--- config.mk ---
export PLATFORM = sky130hd
export DESIGN_NAME = bcd_seg_scan
export DESIGN_NICKNAME = d
export VERILOG_FILES = /design/src/rtl/bcd_seg_scan.sv
export SDC_FILE = /design/constraint.sdc
export NUM_CORES = 1
export LEC_CHECK = 0
export CAP_MARGIN = 5
export CORE_UTILIZATION = 56
export CTS_BUF_LIST = sky130_fd_sc_hd__clkbuf_8
export DETAILED_ROUTE_END_ITERATION = 10
export PLACE_DENSITY = 0.81
export SKIP_LAST_GASP = 1
export SYNTH_ARGS = -nofsm -noshare
export SYNTH_HDL_FRONTEND = slang
export SYNTH_SLANG_ARGS = --single-unit
--- constraint.sdc ---
create_clock -name clk -period 2.92 [get_ports clk]
set_clock_uncertainty 0.1 [all_clocks]
set_input_delay 0.584 -clock clk [delete_from_list [all_inputs] [get_ports clk]]
set_output_delay 0.584 -clock clk [all_outputs]
set_load 0.01 [all_outputs]
--- src/rtl/bcd_seg_scan.sv ---
`default_nettype none
// ============================================================================
//  Module   : bcd_seg_scan
//  Purpose  : Captures a 3-digit BCD value (hundreds bit, tens, units) on a
//             load strobe and time-multiplexes it onto one 7-segment bus with
//             one-hot digit enables. Supports leading-zero blanking and flags
//             non-BCD digits.
//  Ports    : clk      - system clock, rising edge
//             rst_n    - asynchronous active-low reset
//             load     - capture strobe for h/t/u
//             h, t, u  - hundreds bit, tens BCD digit, units BCD digit
//             blank_lz - live leading-zero blanking enable
//             seg      - registered segments {g,f,e,d,c,b,a}
//             an       - registered one-hot digit enable (001 u, 010 t, 100 h)
//             bcd_err  - registered flag, high while a captured digit is > 9
//  Revision : 1.0 - initial release
// ============================================================================
module bcd_seg_scan #(
  parameter int unsigned SCAN_DIV       = 4,    // cycles per digit, 1..65535
  parameter bit          SEG_ACTIVE_LOW = 1'b0  // 1 = invert seg for common anode
) (
  input  logic       clk,
  input  logic       rst_n,
  input  logic       load,
  input  logic       h,
  input  logic [3:0] t,
  input  logic [3:0] u,
  input  logic       blank_lz,
  output logic [6:0] seg,
  output logic [2:0] an,
  output logic       bcd_err
);

  localparam logic [15:0] C_CNT_LAST = 16'(SCAN_DIV - 1);
  localparam logic [1:0]  C_IDX_U    = 2'd0;
  localparam logic [1:0]  C_IDX_T    = 2'd1;
  localparam logic [1:0]  C_IDX_H    = 2'd2;
  // Reset value equals the decode of a units zero with the output polarity applied.
  localparam logic [6:0]  C_SEG_RST  = SEG_ACTIVE_LOW ? 7'h40 : 7'h3F;

  // Shadow registers, scan state and output registers
  logic        h_s_q, h_s_d;
  logic [3:0]  t_s_q, t_s_d;
  logic [3:0]  u_s_q, u_s_d;
  logic [15:0] cnt_q, cnt_d;
  logic [1:0]  idx_q, idx_d;
  logic [2:0]  an_q,  an_d;
  logic [6:0]  seg_q, seg_d;
  logic        bcd_err_q, bcd_err_d;

  logic [3:0]  digit_sel;
  logic        blank_sel;
  logic [6:0]  seg_raw;

  function automatic logic [6:0] seg_decode(input logic [3:0] d);
    logic [6:0] s;
    case (d)
      4'd0:    s = 7'h3F;
      4'd1:    s = 7'h06;
      4'd2:    s = 7'h5B;
      4'd3:    s = 7'h4F;
      4'd4:    s = 7'h66;
      4'd5:    s = 7'h6D;
      4'd6:    s = 7'h7D;
      4'd7:    s = 7'h07;
      4'd8:    s = 7'h7F;
      4'd9:    s = 7'h6F;
      default: s = 7'h40;  // non-BCD digit shows a dash
    endcase
    return s;
  endfunction

  always_comb begin
    // Capture
    h_s_d = h_s_q;
    t_s_d = t_s_q;
    u_s_d = u_s_q;
    if (load) begin
      h_s_d = h;
      t_s_d = t;
      u_s_d = u;
    end

    // Prescaler and scan index; with SCAN_DIV=1 the last count is 0, so the
    // index advances every cycle.
    cnt_d = cnt_q + 16'd1;
    idx_d = idx_q;
    if (cnt_q == C_CNT_LAST) begin
      cnt_d = '0;
      idx_d = (idx_q >= C_IDX_H) ? C_IDX_U : idx_q + 2'd1;
    end

    // Digit selection and blanking from pre-edge state
    digit_sel = u_s_q;
    blank_sel = 1'b0;
    an_d      = 3'b001;
    case (idx_q)
      C_IDX_T: begin
        digit_sel = t_s_q;
        // A tens zero is leading only when the hundreds is also zero; an
        // invalid tens digit is nonzero so it is never blanked.
        blank_sel = blank_lz && !h_s_q && (t_s_q == 4'd0);
        an_d      = 3'b010;
      end
      C_IDX_H: begin
        digit_sel = {3'b000, h_s_q};
        blank_sel = blank_lz && !h_s_q;
        an_d      = 3'b100;
      end
      default: begin
        digit_sel = u_s_q;
        blank_sel = 1'b0;
        an_d      = 3'b001;
      end
    endcase

    seg_raw   = blank_sel ? 7'h00 : seg_decode(digit_sel);
    // Polarity applies after blanking, so a blanked digit reads 7F when active-low.
    seg_d     = SEG_ACTIVE_LOW ? ~seg_raw : seg_raw;

    bcd_err_d = (t_s_q > 4'd9) || (u_s_q > 4'd9);
  end

  always_ff @(posedge clk or negedge rst_n) begin
    if (!rst_n) begin
      h_s_q     <= 1'b0;
      t_s_q     <= 4'd0;
      u_s_q     <= 4'd0;
      cnt_q     <= '0;
      idx_q     <= C_IDX_U;
      an_q      <= 3'b001;
      seg_q     <= C_SEG_RST;
      bcd_err_q <= 1'b0;
    end else begin
      h_s_q     <= h_s_d;
      t_s_q     <= t_s_d;
      u_s_q     <= u_s_d;
      cnt_q     <= cnt_d;
      idx_q     <= idx_d;
      an_q      <= an_d;
      seg_q     <= seg_d;
      bcd_err_q <= bcd_err_d;
    end
  end

  assign seg     = seg_q;
  assign an      = an_q;
  assign bcd_err = bcd_err_q;

endmodule
`default_nettype wire

==> results of run 1 <==
flip-flops by register name, summed over array words and instances, names as in the netlist:
register and cells:
cnt_q 16, seg 7, t_s_q 4, u_s_q 4, an 3, idx_q 2
bcd_err 1, h_s_q 1
stage by stage:
step / hold WS, ns / instance area [um2]
floorplan: 0.188 / 1830
global placement: 0.364 / 2090
detailed placement: 0.389 / 2090
CTS: 0.312 / 2200
global route: 0.354 / 2200
finish: 0.282 / 2200
worst paths after layout:
kind                            endpoint      from  cells after the start
worst max-delay path              seg[0]  idx_q[0]                      8
worst min-delay path            cnt_q[9]     rst_n                      1
worst max register to register    seg[0]  idx_q[0]                      8
worst min register to register  cnt_q[9]  cnt_q[9]                      1
max in group asynchronous         seg[6]     rst_n                      1
min in group clk                cnt_q[9]  cnt_q[9]                      1
area by class of cell:
class / count / area share
multi-input cells: 106 / 0.377
clock inverters: 3 / 0.0171
flip-flops and latches: 38 / 0.437
well taps: 44 / 0.0250
clock buffers: 5 / 0.0313
repair buffers: 23 / 0.102
inverters: 6 / 0.0102
power by group through the flow:
stage	combinational (W)	clock (W)	sequential, W
2_1_floorplan	0.0000634	0	0.000599
3_3_place_gp	0.000141	0	0.000591
3_5_place_dp	0.000145	0	0.000594
4_1_cts	0.000146	0.000427	0.000584
5_1_grt	0.000160	0.000445	0.000586
6_report	0.000145	0.000415	0.000584
logic make-up after synthesis:
logic type,after synthesis
xor+xnor,14
simple gates,49
fa+ha+maj,10
buf+inv,9
compound gates,22
flops,38
mux,11
synthesized netlist by cell type, types with 2 or more instances:
| cell | count |
|---|---|
| sky130_fd_sc_hd__dfrtp_1 | 31 |
| sky130_fd_sc_hd__xnor2_1 | 12 |
| sky130_fd_sc_hd__ha_1 | 10 |
| sky130_fd_sc_hd__mux2_2 | 10 |
| sky130_fd_sc_hd__nand2_1 | 9 |
| sky130_fd_sc_hd__nand3_1 | 9 |
| sky130_fd_sc_hd__dfstp_2 | 7 |
| sky130_fd_sc_hd__o21ai_0 | 7 |
| sky130_fd_sc_hd__inv_1 | 6 |
| sky130_fd_sc_hd__and3_1 | 4 |
| sky130_fd_sc_hd__nand4_1 | 4 |
| sky130_fd_sc_hd__a21oi_1 | 3 |
| sky130_fd_sc_hd__and2_1 | 3 |
| sky130_fd_sc_hd__and4_1 | 3 |
| sky130_fd_sc_hd__nor2_1 | 3 |
| sky130_fd_sc_hd__a211oi_1 | 2 |
| sky130_fd_sc_hd__clkbuf_1 | 2 |
| sky130_fd_sc_hd__nor2b_1 | 2 |
| sky130_fd_sc_hd__nor4_1 | 2 |
| sky130_fd_sc_hd__xor2_1 | 2 |
layer usage:
metal  vias to the layer above  share of wire
met5                         -              0
met4                         0          0.020
met3                         7          0.034
met2                        32           0.50
met1                       615           0.45
li1                        599              -
critical path: stages, from the launching register on:
cell                       delay [ns]
sky130_fd_sc_hd__dfrtp_1         0.39
sky130_fd_sc_hd__inv_1           0.10
sky130_fd_sc_hd__ha_1            0.51
sky130_fd_sc_hd__nand3_1         0.15
sky130_fd_sc_hd__a21boi_1        0.21
sky130_fd_sc_hd__ha_1            0.21
sky130_fd_sc_hd__or3_1           0.37
sky130_fd_sc_hd__a211o_1         0.31
sky130_fd_sc_hd__o21ai_0         0.08
==> impl_results.md, run 1 <==
- Dominant combinational cell family by area after synthesis: simple AND/OR/NAND/NOR gates
- Outcome: complete, no violations
- Max Fclk: 0.400 GHz
- Filler Cell Count: 224
- Async set-reset flop share out of synthesis: 1.00
- Detailed-route via count: 1253
- Proportion of total power due to net switching: 0.218
- Number of levels the H-tree was split into: 2
- Commonest cells after routing, fill and taps aside: sky130_fd_sc_hd__dfrtp_1 (31), sky130_fd_sc_hd__clkdlybuf4s50_1 (22), sky130_fd_sc_hd__xnor2_1 (12), sky130_fd_sc_hd__mux2_2 (10), sky130_fd_sc_hd__ha_1 (10)
- Share of power burned in registers: 0.510
- Iter 0 DRT Violations: 49
- Worst setup EP type: flip-flop
- Final Hold Fails: 0
- Mapped Nets: 176
- Clock period minus worst slack: 2.50 ns
- Part of the total power dissipated in the clock network: 0.363
- Final worst-path cycle share: 0.857
- Synth Instances: 153
- Largest net degree at the start of global routing: 39
- Final design utilization: 0.714
- Clock-pin slew reported for the worst setup and hold paths after clock tree synthesis: approximately 0.070 ns
- Area added between synthesis and finish: 20.3%
- Max Fanout on Critical Path: 13
- Detail Route Antenna Nets: 0
- Count of maximum capacitance violations: 0
- Detailed Route WL: around 3200 um
- Post-CTS Repair Setup Buffers: 0
- Maximum vdd drop: 0.390 mV
- Total number of yosys warnings: 0
- Startpoint type of the worst setup path: flip-flop
- Total area of multi-input combinational cells: 830 um2
- Post-DP HPWL: 2440 um
- Synth cell types: 42
- Antenna diodes: 0
- Net count, final: 203
- Final setup violating endpoints: 0
- Global-route total usage across every layer: 0.219
- Total of flip-flops plus latches after synthesis: 38
- # resized after CTS: 0
- Unrepaired setup endpoints after global routing: false
- Internal reg-to-reg setup slack: 0.42 ns
- TritonCTS clock tree: done
- Fraction of synthesized cell area in xor and xnor cells: 0.0671
- Standard-cell row count: 20
- Leakage: around 0.96 nW
- Pre-antenna DRT Iters: 4
- Ys flop type: sky130_fd_sc_hd__dfrtp_1
- Routed len/inst: 14.4 um
- Die outline width: around 59 um
- Power consumption: 0.00114 W
- Boundary Pins: 24
- Core area: 3080 um2
- Clock network latency to the later pin of the worst-skew pair: around 0.28 ns
- Slew headroom: 0.470
- Portion of netlist area occupied by mux cells: 0.0678
- Highest-utilization routing layer at the global route stage: met2
- Comb pwr share: 0.126
- Pwr per Cell Area: between 500 and 600 nW/um2
- Total overflow reported by the global router: 0
- Number of pins with negative max-slew slack in the final report: 0
- Worst EP arrival: approximately 2.6 ns
- Max clock buf depth: 2
- Total clock buffers created by CTS: 5
- GRT met1 Usage: 0.269
- Die height: 59.1 um
- Arithmetic-cell share of the synthesized area counting full adders, half adders and majority gates: 0.0685
- DIE AREA: 3490 um2
- Required @ worst endpoint: 3.02 ns
- Cts-stage hold buffer count: 0
- Effective utilization at floorplan: 0.593
- Remaining routing DRC violations: 0
- Proportion of synthesized chip area in sequential cells: 0.525
- Cell count after placement: 217
- Type of the tightest min-delay check: in2async
- Transition at the pin with the smallest max-transition slack: 0.795 ns
- Synth top area share: 0.425
- Crit Path Class: reg2reg
- Met3 track demand over resource: 0.0393
- Accumulated negative setup slack: 0 ns
- Buffers on Ports: 23
- Average instance area after synthesis: 11.9 um2
- Dpl ws: 0.434 ns
- Vias per Instance: 5.57
- Net switching power of the design: 0.000249 W
- Routability Congestion: 0.854
- Initial antenna violation count: 0
- Wire length of the first global-routing pass: 5530 um
- Layout cell share with drive strength beyond 1: 0.171
- Fraction of the mapped netlist area in simple logic gates: 0.165
- Final worst setup slack: 0.419 ns
- Most common library cell in the layout ignoring fill and taps: sky130_fd_sc_hd__dfrtp_1
- Clock Sink Count: 38
- Compound-Gate Fraction of Synth Area: 0.0856
- Final Instance Count excl. Fillers: approximately 230
- Via count of the first global-routing pass: 1238
- Number of enable-type register cells in the synthesized netlist: 0
- Top cells by area in the synthesized netlist: sky130_fd_sc_hd__dfrtp_1 (42%), sky130_fd_sc_hd__dfstp_2 (10%), sky130_fd_sc_hd__ha_1 (6.8%), sky130_fd_sc_hd__mux2_2 (6.2%), sky130_fd_sc_hd__xnor2_1 (5.8%)
- Met2 track demand over resource in global routing: 0.367
- Mapped Area: roughly 1800 um2
- Cell type with the highest aggregate area in the netlist: sky130_fd_sc_hd__dfrtp_1
- Sequential cell area: 960 um2
- Cell Int Power: 0.000895 W
- Root cell of the clock tree: sky130_fd_sc_hd__clkbuf_8
(Power assumes the default switching activity.)
==> inputs of run 2 (changes only) <==
--- a/config.mk
+++ b/config.mk
@@ -6,10 +6,10 @@
 export NUM_CORES = 1
 export LEC_CHECK = 0
 export CAP_MARGIN = 5
-export CORE_UTILIZATION = 56
+export CORE_UTILIZATION = 50
 export CTS_BUF_LIST = sky130_fd_sc_hd__clkbuf_8
 export DETAILED_ROUTE_END_ITERATION = 10
-export PLACE_DENSITY = 0.81
+export PLACE_DENSITY = 0.73
 export SKIP_LAST_GASP = 1
 export SYNTH_ARGS = -nofsm -noshare
 export SYNTH_HDL_FRONTEND = slang
==> run 2 against run 1 <==
Routed wire length shrank 4.7%. Global-route usage shrank 3.2 points. Sequential share of layout area is the same. Design area is the same. Fmax grew 0.57%. Combinational power is essentially flat. Register-to-register slack is essentially flat. Sequential cell count is the same. Count of clock-buffer cells in the layout grew 1. Power shrank 5.4%. Highest routed layer unchanged.
==> impl_results.md, run 2 (synthesized netlist as in run 1, its figures left out) <==
- Outcome: complete, no violations
- Final worst-path cycle share: 0.852
- Part of the total power dissipated in the clock network: 0.326
- Count of maximum capacitance violations: 0
- Effective utilization at floorplan: 0.535
- Clock period minus worst slack: 2.49 ns
- Initial antenna violation count: 0
- Largest net degree at the start of global routing: 39
- Boundary Pins: 24
- # resized after CTS: 0
- TritonCTS clock tree: done
- Final setup violating endpoints: 0
- Post-CTS Repair Setup Buffers: 0
- Cell Int Power: ~0.00083 W
- Routed len/inst: 13.5 um
- Reg-to-reg critical path endpoint: seg[3]
- Layout cell share with drive strength beyond 1: 0.176
- Max Fanout on Critical Path: 13
- Standard-cell row count: 21
- Transition at the pin with the smallest max-transition slack: 0.451 ns
- Final Hold Fails: 0
- Post-Place Cell Area: 2110 um2
- Worst setup EP type: flip-flop
- Final design utilization: 0.644
- Timing endpoint of the critical path: seg[3]
- Pwr per Cell Area: approximately 490 nW/um2
- Reg2reg start: idx_q[0]
- Most flop-heavy register: cnt_q
- Detailed Route WL: ~3000 um
- Die height: between 60 and 70 um
- Required @ worst endpoint: 3.02 ns
- Detail Route Antenna Nets: 0
- Clock Sink Count: 38
- Slew headroom: 0.700
- Post-DP HPWL: 2380 um
- Core area: 3420 um2
- Accumulated negative setup slack: 0 ns
- Max Fclk: about 0.40 GHz
- Vias per Instance: between 5 and 6
- Iter 0 DRT Violations: 47
- Global-route total usage across every layer: 0.187
- Root cell of the clock tree: sky130_fd_sc_hd__clkbuf_8
- Worst EP arrival: around 2.6 ns
- Die outline width: 62.4 um
- Share of power burned in registers: 0.538
- Proportion of total power due to net switching: 0.229
- Crit Path Class: reg2reg
- Pre-antenna DRT Iters: 4
- Leakage: 0.956 nW
- Commonest cells after routing, fill and taps aside: sky130_fd_sc_hd__dfrtp_1 (31), sky130_fd_sc_hd__clkdlybuf4s50_1 (23), sky130_fd_sc_hd__xnor2_1 (12), sky130_fd_sc_hd__mux2_2 (10), sky130_fd_sc_hd__ha_1 (10)
- Maximum vdd drop: 0.373 mV
- Clock-pin slew reported for the worst setup and hold paths after clock tree synthesis: 0.07 ns
- Buffers on Ports: 23
- Remaining routing DRC violations: 0
- Startpoint type of the worst setup path: flip-flop
- Total clock buffers created by CTS: 5
- Total overflow reported by the global router: 0
- Max clock buf depth: 2
- DIE AREA: 3900 um2
- Number of levels the H-tree was split into: 2
- Unrepaired setup endpoints after global routing: false
- Detailed-route via count: around 1200
- Number of pins with negative max-slew slack in the final report: 0
- Net switching power of the design: approximately 0.00025 W
- Filler Cell Count: 280
- Net count, final: 204
- Comb pwr share: 0.136
- Clock network latency to the later pin of the worst-skew pair: 0.28 ns
- Wire length of the first global-routing pass: 5640 um
- Area added between synthesis and finish: 20.3%
- Launch point of the worst path: idx_q[0]
- Internal reg-to-reg setup slack: between 0.4 and 0.5 ns
- Worst-case reg-to-reg path depth: 8
- Type of the tightest min-delay check: reg2reg
- Cts-stage hold buffer count: 0
- Flip-flop count of the largest register after layout: 16
- Via count of the first global-routing pass: 1265
- Most common library cell in the layout ignoring fill and taps: sky130_fd_sc_hd__dfrtp_1
- Routability Congestion: roughly 0.89
- Antenna diodes: 0
- Design Area, Final: 2200 um2
==> run 2: worst min path at each step <==
stage / cells after the start / to / from
finish: 1 / cnt_q[15] / cnt_q[15]
global route: 1 / cnt_q[15] / cnt_q[15]
CTS: 1 / cnt_q[15] / cnt_q[15]
detailed placement: 1 / cnt_q[15] / cnt_q[15]
global placement: 1 / cnt_q[15] / cnt_q[15]
floorplan: 0 / an[1] / rst_n
==> run 2: routing by layer <==
| metal | share of wire | vias up | track usage |
|---|---|---|---|
| met2 | 0.47 | 26 | 0.280 |
| met4 | 0.018 | 0 | 0.0843 |
| met5 | 0 | - | 0 |
| met3 | 0.040 | 9 | 0.0620 |
| met1 | 0.47 | 600 | 0.245 |
| li1 | - | 598 | - |
==> run 2: worst max-delay path, stage by stage (launching register included) <==
cell and delay (ns):
sky130_fd_sc_hd__dfrtp_1 0.39, sky130_fd_sc_hd__inv_1 0.09, sky130_fd_sc_hd__ha_1 0.51, sky130_fd_sc_hd__nand3_1 0.15, sky130_fd_sc_hd__a21boi_1 0.21, sky130_fd_sc_hd__ha_1 0.20, sky130_fd_sc_hd__or3_1 0.37, sky130_fd_sc_hd__a211o_1 0.31
sky130_fd_sc_hd__o21ai_0 0.09
==> run 2: layout make-up <==
cell class / count / area (um2) / area share
Clock buffer: 6 / 82.6 / 0.0376
Clock inverter: 2 / 8.76 / 0.00398
Inverter: 6 / 22.5 / 0.0102
Multi-Input combinational cell: 106 / 830 / 0.377
Sequential cell: 38 / 960 / 0.437
Tap cell: 46 / 57.6 / 0.0262
Timing Repair Buffer: 24 / 238 / 0.108
==> run 2: through the flow <==
step	worst slack [ns]	hold WS (ns)	power, W	std cells
floorplan	0.658	0.188	0.000663	153
global placement	0.548	0.365	0.000736	220
detailed placement	0.440	0.379	0.000741	220
CTS	0.420	0.391	0.00110	228
global route	0.236	0.408	0.00114	228
finish	0.433	0.384	0.00108	228
==> run 2: power groups by stage <==
stage,Clock (W),Combinational (W),Sequential [W]
2_1_floorplan,0,0.0000634,0.000599
3_5_place_dp,0,0.000148,0.000593
4_1_cts,0.000365,0.000148,0.000583
5_1_grt,0.000394,0.000162,0.000587
6_report,0.000353,0.000147,0.000583
3_3_place_gp,0,0.000144,0.000592
